===== src/rtl/wb_uart_rx_ctrl.sv =====
// UART receive-side controller: drains bytes from the RX engine into a FIFO and
// exposes DATA/STATUS/CTRL/LEVEL registers plus a level interrupt to the CPU.
module wb_uart_rx_ctrl #(
  parameter int DEPTH = 8,
  parameter int CW    = $clog2(DEPTH) + 1
) (
  input  logic       i_wb_clk,
  input  logic       i_wb_rst,
  input  logic       i_wb_stb,
  input  logic       i_wb_we,
  input  logic [1:0] i_wb_adr,
  input  logic [7:0] i_wb_data,
  output logic [7:0] o_wb_data,
  output logic       o_wb_ack,
  output logic       o_wb_stall,
  output logic       o_rx_stb,
  input  logic [7:0] i_rx_data,
  input  logic       i_rx_ack,
  output logic       o_irq
);
  localparam int PW = CW - 1;
  localparam logic [1:0] A_DATA = 2'd0, A_STAT = 2'd1, A_CTRL = 2'd2, A_LVL = 2'd3;
  localparam logic [CW-1:0] DEPTH_C = CW'(DEPTH);

  logic [7:0]    mem [DEPTH];
  logic [PW-1:0] wr_ptr, rd_ptr;
  logic [CW-1:0] count, count_nxt, thr, thr_nxt, thr_in;
  logic          overrun, overrun_nxt, rx_en, irq_en, irq_en_nxt;
  logic          full, empty, rd, wr, pop, push, flush, ovr_set, ovr_clr;
  logic [7:0]    rd_data;

  assign o_wb_stall = 1'b0;
  assign o_rx_stb   = rx_en;

  assign full    = (count == DEPTH_C);
  assign empty   = (count == '0);
  assign rd      = i_wb_stb & ~i_wb_we;
  assign wr      = i_wb_stb &  i_wb_we;
  assign pop     = rd & (i_wb_adr == A_DATA) & ~empty;
  assign flush   = wr & (i_wb_adr == A_CTRL) & i_wb_data[7];
  // A pop in the same cycle frees the slot, so a push at full still lands.
  assign push    = i_rx_ack & (~full | pop) & ~flush;
  assign ovr_set = i_rx_ack & full & ~pop;
  assign ovr_clr = wr & (i_wb_adr == A_STAT) & i_wb_data[2];
  assign thr_in  = i_wb_data[CW-1:0];

  always_comb begin
    count_nxt = count;
    if (flush)
      count_nxt = '0;
    else if (push & ~pop)
      count_nxt = count + 1'b1;
    else if (pop & ~push)
      count_nxt = count - 1'b1;
  end

  assign overrun_nxt = ovr_set | (overrun & ~ovr_clr);
  assign irq_en_nxt  = (wr & (i_wb_adr == A_CTRL)) ? i_wb_data[1] : irq_en;

  always_comb begin
    thr_nxt = thr;
    if (wr & (i_wb_adr == A_LVL)) begin
      if (thr_in == '0)         thr_nxt = CW'(1);
      else if (thr_in > DEPTH_C) thr_nxt = DEPTH_C;
      else                      thr_nxt = thr_in;
    end
  end

  always_comb begin
    rd_data = 8'h00;
    case (i_wb_adr)
      A_DATA: rd_data = empty ? 8'h00 : mem[rd_ptr];
      A_STAT: rd_data = {5'b0, overrun, full, ~empty};
      A_CTRL: rd_data = {6'b0, irq_en, rx_en};
      A_LVL:  rd_data = 8'(count);
      default: rd_data = 8'h00;
    endcase
  end

  always_ff @(posedge i_wb_clk)
    if (push) mem[wr_ptr] <= i_rx_data;

  always_ff @(posedge i_wb_clk) begin
    if (i_wb_rst) begin
      wr_ptr    <= '0;
      rd_ptr    <= '0;
      count     <= '0;
      overrun   <= 1'b0;
      rx_en     <= 1'b1;
      irq_en    <= 1'b0;
      thr       <= CW'(1);
      o_wb_ack  <= 1'b0;
      o_wb_data <= 8'h00;
      o_irq     <= 1'b0;
    end else begin
      if (flush) begin
        wr_ptr <= '0;
        rd_ptr <= '0;
      end else begin
        if (push) wr_ptr <= wr_ptr + 1'b1;
        if (pop)  rd_ptr <= rd_ptr + 1'b1;
      end
      count   <= count_nxt;
      overrun <= overrun_nxt;
      thr     <= thr_nxt;
      irq_en  <= irq_en_nxt;
      if (wr & (i_wb_adr == A_CTRL)) rx_en <= i_wb_data[0];
      o_wb_ack  <= i_wb_stb;
      o_wb_data <= rd ? rd_data : 8'h00;
      o_irq     <= irq_en_nxt & ((count_nxt >= thr_nxt) | overrun_nxt);
    end
  end
endmodule


===== config.mk =====
export PLATFORM = sky130hd
export DESIGN_NAME = wb_uart_rx_ctrl
export DESIGN_NICKNAME = d
export VERILOG_FILES = /design/src/rtl/wb_uart_rx_ctrl.sv
export SDC_FILE = /design/constraint.sdc
export NUM_CORES = 1
export LEC_CHECK = 0
export CAP_MARGIN = 20
export CORE_MARGIN = 2
export CORE_UTILIZATION = 55
export CTS_CLUSTER_SIZE = 30
export DETAILED_ROUTE_END_ITERATION = 10
export PLACE_DENSITY = 0.86
export SYNTH_ARGS = -nofsm -noshare
export SYNTH_HDL_FRONTEND = slang
export SYNTH_SLANG_ARGS = --single-unit

===== constraint.sdc =====
create_clock -name i_wb_clk -period 4.8 [get_ports i_wb_clk]
set_clock_uncertainty 0.1 [all_clocks]
set_input_delay 1.2 -clock i_wb_clk [delete_from_list [all_inputs] [get_ports i_wb_clk]]
set_output_delay 1.2 -clock i_wb_clk [all_outputs]
set_load 0.02 [all_outputs]

# Word-level counts from Yosys, hierarchy flattened
# Memories as Yosys holds them, arrays and structs flattened. A register that Yosys moved wholly into a read port is not among the register bits.
# Cells that the tools add are included.
[classes]
n_addsub = 4
n_lt_le_gt_ge = 2
eq_ne = 4
muxes = 13
n_bitwise = 28
n_reduce_logical = 5
[ops]
columns = ["op", "count"]
rows = [
  ["$pmux W8 S4", 1],
  ["$mux W4", 6],
  ["$and A1 B1 Y1", 17],
  ["$logic_not A4 Y1", 2],
  ["$mux W8", 1],
  ["$not A1 Y1", 8],
  ["$add A3 B1 Y3 const B", 2],
  ["$mux W3", 2],
  ["$add A4 B1 Y4 const B", 1],
  ["$eq A2 B2 Y1 const B", 2],
  ["$eq A4 B4 Y1 const B", 1],
  ["$ge A4 B4 Y1", 1],
  ["$gt A4 B4 Y1 const B", 1],
  ["$reduce_or A2 Y1", 2],
  ["$sub A4 B1 Y4 const B", 1],
  ["$mux W1", 3],
  ["$or A1 B1 Y1", 3],
  ["$eq A2 B1 Y1 const B", 1],
  ["$logic_not A2 Y1", 1],
]
[totals]
ff_bits = 27
ram_bits = 64
out_inout_bits = 12
word_cells = 67
memories = 1
[memory_table]
columns = ["memory", "depth", "word_bits", "rd", "rd_clocked_by_memory_dff", "write_ports", "line_no", "text"]
rows = [
  ["mem", 8, 8, 1, 1, 1, "25", "logic [7:0] mem [DEPTH];"],
]

# Logic depth before layout (Yosys ltp)
[depth]
depth_word = 15
mapped_depth = 14
mapped_depth_nobuf = 13

# Least setup slack after synthesis
# OpenSTA, ideal clock, no wires.
[synth_timing]
kind = "input -> register"
startpoint = "input port i_wb_we"
endpoint = "memory mem[0][0] (enable)"
t_arrival_ps = 2936
required_ps = 4317
path_slack_ps = 1381
path_stages = 5
n_path_buf = 1
cell_sequence = "or4b_1 > buf_4 > a221oi_4 > nand2b_2 > nor3_1"
[synth_between]
elab_chain_cells = 9
word_cells_on_any_way = 13
classes_between = "mux (2); bitwise (11)"
[synth_rtl]
columns = ["element", "line_no", "text"]
rows = [
  ["from (decl)", "10", "input logic i_wb_we,"],
  ["$not A1 Y1", "37", "assign rd = i_wb_stb & ~i_wb_we;"],
  ["$and A1 B1 Y1", "37", ""],
  ["$and A1 B1 Y1 (2 in a row)", "39", "assign pop = rd & (i_wb_adr == A_DATA) & ~empty;"],
  ["$or A1 B1 Y1", "42", "assign push = i_rx_ack & (~full | pop) & ~flush;"],
  ["$and A1 B1 Y1", "42", ""],
  ["$and A1 B1 Y1 (*)", "42", ""],
  ["$mux W1 (*)", "81", "if (push) mem[wr_ptr] <= i_rx_data;"],
  ["$mux W1 (not written as such) (*)", "81", ""],
  ["to (decl)", "25", ""],
]
# Mark *: on every way between the ends. The rest lies on a longest branch, timed or not.

# Final worst setup path
[layout_timing]
startpoint = "input port i_wb_we"
endpoint = "memory mem[1][3] (enable)"
# The elaborated chain is that of the path after synthesis.

==> metrics.txt <==
# fillers 501; std cell rows 30; Synth Instances 277; final period demand of the worst path 3.88 ns; Max FO, Critical Path 8; CTS buffer count 9; wire per inst 18.2 um; slew margin rel. 43.1%; Tot Pwr 0.00155 W; Setup crit end kind register; Register Area 0.00252 sq mm; final setup vio count 0; fmax 257 MHz; status finished clean; grt ovf 0; routed wire length 7.57 mm; vias in the first global route 2334; Vias/cell 5.71; Main synth FF type edfxtp_1; clk buf depth 2; CTS clk-pin slew, worst paths 0.09 ns; DRC errors left 0; Power Density 338 mW/mm^2; first-pass GRT wire length 11.7 mm; FF-to-FF setup slack 1.81 ns; max cap viols 0; Die X 88.8 um; Critical-path top delay cell or4b_1; worst-margin pin slew 0.852 ns; Initial Utilization 57.6%; most frequent cells in the layout 64 x edfxtp_1, 35 x nor2_1, 30 x dfxtp_1, 30 x clkdlybuf4s50_1, 16 x mux4_2; critical path arrival 3.87 ns; Layout Nets 346; cell accounting for the most synthesized area edfxtp_1; CTS tree built; Fin Setup TNS 0 ns; Iter 0 DRT Violations 236; Final Hold Fails 0; diode count 0; data required time of the worst path 4.78 ns; Yosys Warn Count 0; Worst Hold End thr[1]; Final Max Tran Viols 0; GRT Util Overall 20.5%; synthesized cell area 0.00396 sq mm; most common cell after layout, fill and taps aside edfxtp_1; die area 0.00789 sq mm; ys async rst share 0%; initial antenna violation count 0; # Post-CTS Setup Buffers 0; RD Place Congestion 0.869; Post-DRT Antenna Nets 0; largest net degree at the start of global routing 19; Synth Area per Inst 14.3 sq um; R2R depth 13; Seq/Total Area, Yosys 63.7%; Reg2Reg Launch Point count[1]; Setup CP Type in2reg; EDFF count, synth 64; clk_lat worst skew 0.36 ns; DP Wirelength 5.14 mm; port buffer count 30; ranking of synthesized cells by area edfxtp_1 49%, dfxtp_1 15%, mux4_2 9.1%, nor2_1 3.3%, mux2i_1 3.3%; clk sinks 94; Util after Layout 66.9%; final worst slack 0.916 ns; io pins 35; Worst path max stage delay 0.80 ns; post-synthesis cell type count 51; pre-CTS WS 0.635 ns; RSZ-0062 raised after global routing no; Peak VDD IR 0.000219 V; r2r endpoint o_irq; HP Class reg2reg; CORE AREA 0.00687 sq mm; H-tree depth 3; Synth Register Bits 94; share of post-route cells with drive strength above 1 16.3%; share of the synthesized area in the top cell type 48.5%; area grow syn2layout 16.1%; Resized cells post-CTS 0; Multi-input gate area 0.00134 sq mm; crit path cell chain clkdlybuf4s50_1 > or4b_1 > a221oi_4 > nand2b_2 > nor2_1 > buf_4; die height 88.8 um; cell leakage power 1.56 nW; WHS Path Cells 2; drt first pass iters 4; startpoint types input port; root buf cell clkbuf_8; period utilization 80.9%; via count 2375; hold_sp thr[1]; Syn Nets 308; hold_buf cts 0
[area by class of cell]
class / count / share of cell area (%)
flip-flops and latches: 94 / 54.9
multi-input cells: 162 / 29.2
repair buffers: 43 / 8.82
clock buffers: 9 / 2.69
well taps: 96 / 2.61
clock inverters: 7 / 1.36
inverters: 5 / 0.408
[flip-flops by register name, summed over array words and instances, names as in the netlist, named ones only]
name,count
count,4
irq_en,1
mem,64
o_irq,1
o_rx_stb,1
o_wb_ack,1
o_wb_data,8
overrun,1
rd_ptr,3
thr,4
wr_ptr,3
[kinds of logic (layout without fill, tap and decap cells)]
group	count (synthesis)	in the layout	share of synthesized area, %
other	1	1	0.0947
buffers and inverters	21	64	2.34
muxes	30	30	12.7
and+or+nand+nor	80	80	10.2
xor gates and xnor gates	9	9	1.99
DFF	94	94	63.7
adders and majority gates	8	8	2.53
AOI/OAI and AO/OA	34	34	6.42
[metal layers]
metal,track usage [%],vias to the layer above,share of wire (%)
met3,3.92,12,4.1
met5,0,-,0
met4,7.85,0,1.7
met1,26.0,1177,44
li1,-,1121,-
met2,35.1,65,50
[where the power goes]
part / internal, W / switching [W] / leakage [nW]
Sequential: 0.000886 / 0.0000146 / 0.824
Combinational: 0.0000746 / 0.0000865 / 0.642
Clock: 0.000201 / 0.000292 / 0.0984
Total: 0.00116 / 0.000393 / 1.56
[worst max-delay path by stage]
stage,start,end,slack (ns)
after floorplan,i_wb_we,mem[0][0],1.38
after global placement,i_wb_we,o_irq,0.62
after detailed placement,i_wb_we,o_irq,0.63
after CTS,i_wb_we,o_irq,1.0
after global routing,i_wb_we,o_irq,0.71
final,i_wb_we,mem[1][3],0.92
[Yosys cell counts (all sizes together) (3+ instances only)]
| cell | instances |
|---|---|
| buf | 8 |
| edfxtp | 64 |
| ha | 8 |
| inv | 5 |
| a21oi | 10 |
| xnor2 | 6 |
| a32oi | 4 |
| nand2 | 14 |
| dfxtp | 30 |
| a2111oi | 3 |
| nor2b | 5 |
| mux2i | 13 |
| nor3b | 3 |
| clkbuf | 8 |
| xor2 | 3 |
| nand2b | 6 |
| mux4 | 16 |
| nor2 | 36 |
| o21ai | 3 |
| nor3 | 4 |
[through the flow]
| stage | std cells | instance area (sq um) | hold slack [ns] |
|---|---|---|---|
| detailed placement | 399 | 4400 | 0.382 |
| CTS | 415 | 4580 | 0.404 |
| global placement | 399 | 4400 | 0.373 |
| finish | 416 | 4600 | 0.401 |
| floorplan | 277 | 3960 | 0.356 |
| global route | 416 | 4600 | 0.418 |
[critical path, delay by kind of cell]
kind / cells / cell delay [ns]
AOI/OAI and AO/OA: 1 / 0.44
buffers and inverters: 2 / 0.81
and+or+nand+nor: 3 / 1.41
Power figures use the tool's default switching activity.
